$ cat src/rtl/neuron_pkg.sv
// Shared definitions for the neuron datapath front end: default sizes, frame
// selectors, loader state encoding and a vector-unpacking helper.
package neuron_pkg;

  localparam int DEF_N_IN   = 32;
  localparam int DEF_DATA_W = 16;

  localparam logic SEL_DENDRITE = 1'b0;
  localparam logic SEL_WEIGHT   = 1'b1;

  // Widest flat vector elem() accepts; callers zero-extend into it.
  localparam int ELEM_VEC_W = 1024;

  typedef enum logic [2:0] {
    IDLE,
    FILL_D,
    FILL_W,
    COMMIT_D,
    COMMIT_W
  } state_t;

  function automatic logic [DEF_DATA_W-1:0] elem(input logic [ELEM_VEC_W-1:0] vec,
                                                 input int i);
    return vec[i*DEF_DATA_W +: DEF_DATA_W];
  endfunction

endpackage

$ cat src/rtl/neuron_input_loader.sv
// Serial word stream -> parallel dendrite/weight frames for the neuron.
// Dendrites are double-buffered; weight frames commit atomically.
module neuron_input_loader
  import neuron_pkg::*;
#(
  parameter int N_IN   = DEF_N_IN,
  parameter int DATA_W = DEF_DATA_W,
  parameter int FRAC_W = 8
) (
  input  logic                     clk,
  input  logic                     rst,
  input  logic                     in_valid,
  output logic                     in_ready,
  input  logic [DATA_W-1:0]        in_data,
  input  logic                     in_en,
  input  logic                     in_sel,
  output logic                     out_valid,
  input  logic                     out_ready,
  output logic [N_IN*DATA_W-1:0]   out_dendrites,
  output logic [(N_IN+1)*DATA_W-1:0] out_weights,
  output logic [N_IN-1:0]          out_enabled,
  output logic                     weights_ok,
  output logic                     busy
);

  localparam int IW = $clog2(N_IN + 2);
  localparam logic [IW-1:0] LAST_D = IW'(N_IN - 1);
  localparam logic [IW-1:0] LAST_W = IW'(N_IN);

  if (FRAC_W < 0 || FRAC_W >= DATA_W) begin : g_bad_frac
    $error("FRAC_W must lie in [0, DATA_W)");
  end

  state_t state, state_nxt;
  logic [IW-1:0] idx;

  logic [N_IN-1:0][DATA_W-1:0] work_d, out_d;
  logic [N_IN:0][DATA_W-1:0]   work_w, out_w;
  logic [N_IN-1:0]             work_en, out_en;
  logic                        ov, wok;

  logic free, accept, wr_d, wr_w, commit_d, commit_w;

  assign free   = !ov || out_ready;
  assign accept = in_valid && in_ready;

  always_comb begin
    state_nxt = state;
    in_ready  = 1'b0;
    wr_d      = 1'b0;
    wr_w      = 1'b0;
    commit_d  = 1'b0;
    commit_w  = 1'b0;
    case (state)
      IDLE: begin
        in_ready = 1'b1;
        if (in_valid) begin
          if (in_sel == SEL_WEIGHT) begin
            wr_w      = 1'b1;
            state_nxt = FILL_W;
          end else begin
            wr_d      = 1'b1;
            state_nxt = (N_IN == 1) ? COMMIT_D : FILL_D;
          end
        end
      end
      FILL_D: begin
        in_ready = 1'b1;
        if (in_valid) begin
          wr_d = 1'b1;
          if (idx == LAST_D) state_nxt = COMMIT_D;
        end
      end
      FILL_W: begin
        in_ready = 1'b1;
        if (in_valid) begin
          wr_w = 1'b1;
          if (idx == LAST_W) state_nxt = COMMIT_W;
        end
      end
      COMMIT_D: begin
        if (free) begin
          commit_d  = 1'b1;
          state_nxt = IDLE;
        end
      end
      COMMIT_W: begin
        if (free) begin
          commit_w  = 1'b1;
          state_nxt = IDLE;
        end
      end
      default: state_nxt = IDLE;
    endcase
  end

  always_ff @(posedge clk or posedge rst) begin
    if (rst) begin
      state <= IDLE;
      idx   <= '0;
    end else begin
      state <= state_nxt;
      if (commit_d || commit_w) idx <= '0;
      else if (accept)          idx <= idx + 1'b1;
    end
  end

  // Working buffers: idx selects the slot for the word being accepted.
  always_ff @(posedge clk or posedge rst) begin
    if (rst) begin
      work_d  <= '0;
      work_en <= '0;
      work_w  <= '0;
    end else begin
      for (int i = 0; i < N_IN; i++) begin
        if (wr_d && idx == IW'(i)) begin
          work_d[i]  <= in_data;
          work_en[i] <= in_en;
        end
      end
      for (int i = 0; i <= N_IN; i++) begin
        if (wr_w && idx == IW'(i)) work_w[i] <= in_data;
      end
    end
  end

  // A dendrite commit that coincides with out_ready keeps out_valid high.
  always_ff @(posedge clk or posedge rst) begin
    if (rst) begin
      out_d  <= '0;
      out_en <= '0;
      out_w  <= '0;
      ov     <= 1'b0;
      wok    <= 1'b0;
    end else begin
      if (commit_d) begin
        out_d  <= work_d;
        out_en <= work_en;
      end
      if (commit_w) begin
        out_w <= work_w;
        wok   <= 1'b1;
      end
      if (commit_d)             ov <= 1'b1;
      else if (ov && out_ready) ov <= 1'b0;
    end
  end

  assign out_dendrites = out_d;
  assign out_enabled   = out_en;
  assign out_weights   = out_w;
  assign out_valid     = ov;
  assign weights_ok    = wok;
  assign busy          = (state != IDLE);

endmodule

$ cat config.mk
export PLATFORM = sky130hd
export DESIGN_NAME = neuron_input_loader
export DESIGN_NICKNAME = d
export VERILOG_FILES = /design/src/rtl/neuron_pkg.sv /design/src/rtl/neuron_input_loader.sv
export SDC_FILE = /design/constraint.sdc
export NUM_CORES = 2
export LEC_CHECK = 0
export CORE_AREA = 3 3 427 429
export DETAILED_ROUTE_END_ITERATION = 12
export DIE_AREA = 0 0 430 432
export PLACE_DENSITY = 0.77
export SLEW_MARGIN = 30
export SYNTH_ARGS = -nofsm -noshare
export SYNTH_HDL_FRONTEND = slang
export SYNTH_SLANG_ARGS = --single-unit
export TNS_END_PERCENT = 5
$ cat constraint.sdc
create_clock -name clk -period 109.1 [get_ports clk]
set_input_delay 32.73 -clock clk [delete_from_list [all_inputs] [get_ports clk]]
set_output_delay 32.73 -clock clk [all_outputs]
set_load 0.005 [all_outputs]
======== Yosys cells after proc, flatten, opt, wreduce, memory -nomap -nowiden ========
Cells that the tools add are included.
cells by class
  $add $sub $neg .......................... 1
  eq/ne operators ......................... 42
  mux-type cells .......................... 23
  reductions and logical operators ........ 78
operators with widths
  cell                 number
  $eq 6x5->1 const B   16
  $logic_and 1x1->1    67
  $eq 6x4->1 const B   8
  $eq 6x3->1 const B   4
  $mux 3               6
  $eq 6x2->1 const B   2
  $mux 6               2
  $pmux 3 s4           1
  $mux 1               11
  $ne 2x2->1 const B   5
  $add 6x1->6 const B  1
  $eq 3x2->1 const B   2
  $eq 6x1->1 const B   1
  $eq 6x6->1 const B   1
  $logic_not 6->1      1
  $reduce_and 6->1     1
  $pmux 1 s2           2
  $reduce_bool 2->1    2
  $eq 3x1->1 const B   1
  $eq 3x3->1 const B   1
  $logic_not 3->1      1
  $reduce_bool 3->1    1
  $reduce_or 3->1      1
  $logic_or 1x1->1     2
  other kinds (4)      4
word-level totals
  flip-flop bits (word level) ............. 2,155
  input bits .............................. 22
  output and inout port bits .............. 1,076
  word-level logic and storage cells ...... 311

======== Depth between registers and ports, before layout ========
  word-level depth ........................ 6
  depth in mapped cells ................... 7

======== Least setup slack after synthesis ========
OpenSTA, ideal clock, no wires.
  kind .................................... in2reg
  start point ............................. input in_valid
  end point ............................... register work_d[448] (netlist name)
  arrival ................................. 34.271 ns
  required time ........................... 108.975 ns
  setup slack ............................. 74.704 ns
  stages on the path ...................... 6
  buffers on the path ..................... 3
  path through ............................ buf_4 > nand3b_4 > buf_4 > nor4_4 > buf_4 > mux2_2
on the way
  longest elaborated chain between the ends .. 3
RTL lines
  item                            RTL line                                              text
  start: declaration              neuron_input_loader.sv:12                             input logic in_valid,
  $mux 1 (on tied branches)       neuron_input_loader.sv:69, neuron_input_loader.sv:57
  $pmux 1 s2 (*)                  neuron_input_loader.sv:54                             case (state)
  $logic_and 1x1->1 (*)           neuron_input_loader.sv:116                            if (wr_d && idx == IW'(i)) begin
  end signal: indexed assignment  neuron_input_loader.sv:117                            work_d[i] <= in_data;
  end: declaration                neuron_input_loader.sv:37                             logic [N_IN-1:0][DATA_W-1:0] work_d, out_d;
Mark *: on every way between the ends. The rest lies on a longest branch, timed or not.
A chain may end at the register's enable or synchronous reset.

==> flow_metrics.tcl <==
set metrics [dict create \
    status "completed" \
    power_frac_comb_pct 15.9 \
    std_cell_rows 155 \
    hold_start "work_en[8]$_DFFE_PP0P_" \
    swShare_pct 25.8 \
    power_density_nw_per_um2 19.8 \
    syn_area_um2 82100 \
    totalPowerFinal_uw 2020 \
    antenna_found_initial 14 \
    fin_setup_tns_ps 0 \
    synth_cell_type_count 49 \
    clock_sinks 2155 \
    area_growth_pct 24.7 \
    ys_seq_elements 2155 \
    whs_ps 469 \
    setup_violations 0 \
    fmax_mhz 27.3 \
    firstDrtPassIters 5 \
    place_hpwl_mm 151 \
    synth-main-ff-cell "dfrtp_1" \
    post_cts_resized 0 \
    drv_slew 0 \
    switchingPower_uw 521 \
    clock_power_share_pct 36.4 \
    synth.net_count 4825 \
    rr_worst_depth 6 \
    routedWlPerCell_um 27.9 \
    routed_via_density 5.46 \
    worstSetupPathType "in -> async" \
    cts_made_buffers 207 \
    drt_iter0_drc 2528 \
    synth.avg_cell_area_um2 17.1 \
    io_buffer_count 1097 \
    ir_drop_mv 0.0179 \
    synth_edf_count 0 \
    io_pins 1098 \
    cp-end-kind "asynchronous set/reset pin" \
    cpPeakStageDelay_ps 800 \
    netlist_instances 4799 \
    worstPathRequired_ps 110020 \
    r2r_start "state[0]$_DFFE_PP0P_" \
    core-area_um2 179000 \
    p_leak_uw 0.0496 \
    fillers 13603 \
    design.die.area_um2 186000 \
    finalCritPeriodShare_pct 33.6 \
    gr-usage-all-layers_pct 24.9 \
    yosysSeqAreaShare_pct 65.7 \
    p_int_uw 1500 \
    synth_warnings 0 \
    min_to "out_enabled[8]$_DFFE_PP0P_" \
    rsz0062_at_grt "no" \
    timing.slew.headroom_pct 33.8 \
    fin_skew_ps 46.1 \
    cts_tree "built" \
    hold_class "reg -> reg" \
    cp_max_fo 165 \
    power_frac_seq_pct 47.7 \
    synthTopCellsByArea "dfrtp_1 (66%), mux2_2 (26%), mux2_1 (1.9%), mux2_4 (1.8%), buf_4 (0.74%)" \
    crit_slowest_cell "buf_4" \
    yosysTopAreaCell "dfrtp_1" \
    worstSetupStartpointType "primary input" \
    hold_path_depth 1 \
    wl_mm 235 \
    worstSkewPairLatency_ps 860 \
    grt_overflow 0 \
    multi_input_area_um2 26400 \
    r2r-end "out_dendrites[180]$_DFFE_PP0P_" \
    die_x_um 430 \
    reg2reg_slack_ps 105240 \
    post-route-drc-count 0 \
    grt_pass1_vias 48877 \
    nets 5887 \
    hold_viol 0 \
    cp_cell_sequence "clkdlybuf4s50_1 > inv_8 > buf_12 > buf_6 > buf_4 > buf_4 > buf_4" \
    critPathArrivalTime_ps 37610 \
    seqCellArea_um2 53900 \
    yosys.area.top_type_share_pct 65.7 \
    postCtsSetupBuffers 0 \
    vias 45869 \
    clockBufferDepth 3 \
    grt_start_max_net_pins 189 \
    ys_async_sr_fraction_pct 100 \
    drtAntennaViolNets 0 \
    ctsHoldBuffers 0 \
    cts-root-buf "clkbuf_16" \
    worst_pin_slew_ps 990 \
    min_period_ps 36690 \
    start_util_pct 45.9 \
    clkSlewWorstSetupHoldPaths_ps 60 \
    cts_max_level 4 \
    place.gp.congestion 0.802 \
    drv_cap 0 \
    drive_above_1_share_pct 41.9 \
    dieHeight_um 432 \
    grt_pass1_wl_mm 337 \
    crit_top_cell "buf_4" \
]
per-layer routing:
layer  GRT usage [%]  vias to the layer above  wire (um)
met4            14.2                        0      14700
met5               0                        -          0
li1                -                    19092          -
met1            29.6                    24936      89700
met2            41.7                     1367     117000
met3            5.66                      474      13900
state kept, by name, indices dropped and copies added (netlist names):
| name | flops |
|---|---|
| idx | 6 |
| state | 3 |
| out_dendrites | 512 |
| out_valid | 1 |
| out_enabled | 32 |
| work_w | 528 |
| work_d | 512 |
| work_en | 32 |
| out_weights | 528 |
| weights_ok | 1 |
cells by family after synthesis:
family / share of synthesized area (%)
compound gates: 0.159
mux: 29.9
buf+inv: 2.32
fa+ha+maj: 0.0610
flops: 65.7
simple gates: 1.88
cell usage after synthesis (3+ instances only):
cell,count
a21oi_1,8
nand4_2,31
nand4_4,5
nor4_4,24
and3_1,4
buf_2,120
nor2b_1,3
buf_4,81
mux2_1,139
nand3_1,6
ha_1,4
nor2_1,5
o31ai_1,3
mux2_2,1905
dfrtp_1,2155
or4_1,3
clkbuf_1,121
and3b_1,10
inv_1,6
nand2b_1,3
nand2_1,4
mux2_4,100
nand3b_1,10
and4_1,5
buf_6,4
buf_8,10
power by group through the flow:
stage	logic (uW)	registers, uW	clock network (uW)
final	322	965	735
after global routing	345	976	781
after CTS	325	963	749
after detailed placement	323	976	0
after global placement	313	968	0
after floorplan	187	970	0
cell usage in the layout (no fill, tap or decap), types with 8 or more instances in the layout:
cell / synthesis / final
diode_2: 0 / 12
clkbuf_8: 0 / 48
clkinv_16: 0 / 8
a21oi_1: 8 / 8
clkbuf_1: 121 / 57
nand4_4: 5 / 15
nand3b_1: 10 / 10
dfrtp_1: 2155 / 2154
buf_6: 4 / 11
mux2_1: 139 / 139
clkinv_2: 0 / 40
clkdlybuf4s50_1: 0 / 1080
buf_4: 81 / 84
bufinv_16: 0 / 15
mux2_2: 1905 / 1905
nor4_4: 24 / 24
clkbuf_16: 0 / 208
nand4_2: 31 / 21
mux2_4: 100 / 100
and3b_1: 10 / 10
area by class of cell:
class | instances | share of cell area (%)
timing repair buffer | 1190 | 11.6
sequential | 2155 | 52.7
clock inverter | 74 | 1.00
antenna | 12 | 0.0294
inverter | 7 | 0.0330
multi-input combinational | 2300 | 25.8
tap | 2355 | 2.88
clock buffer | 313 | 5.94
how the worst max path moves through the flow:
stage          startpoint                       endpoint  slack (ps)
2_1_floorplan         rst             idx[0]$_DFFE_PP0P_       15490
3_3_place_gp          rst  out_dendrites[20]$_DFFE_PP0P_       71170
3_5_place_dp          rst   out_dendrites[6]$_DFFE_PP0P_       71030
4_1_cts               rst   out_dendrites[4]$_DFFE_PP0P_       71980
5_1_grt               rst   out_dendrites[4]$_DFFE_PP0P_       71760
6_report              rst   out_weights[467]$_DFFE_PP0P_       72410
through the flow:
stage	worst slack [ps]	util, %	instances	area (um^2)
2_1_floorplan	15490	-	4799	82100
3_3_place_gp	71170	53.1	7998	94800
3_5_place_dp	71030	53.2	8001	95000
4_1_cts	71980	57.1	8388	102000
5_1_grt	71760	57.3	8398	102000
6_report	72410	57.3	8406	102000
critical path, delay by kind of cell:
family	cells	cell delay, ps
buf+inv	7	4460
Power figures use the tool's default switching activity.
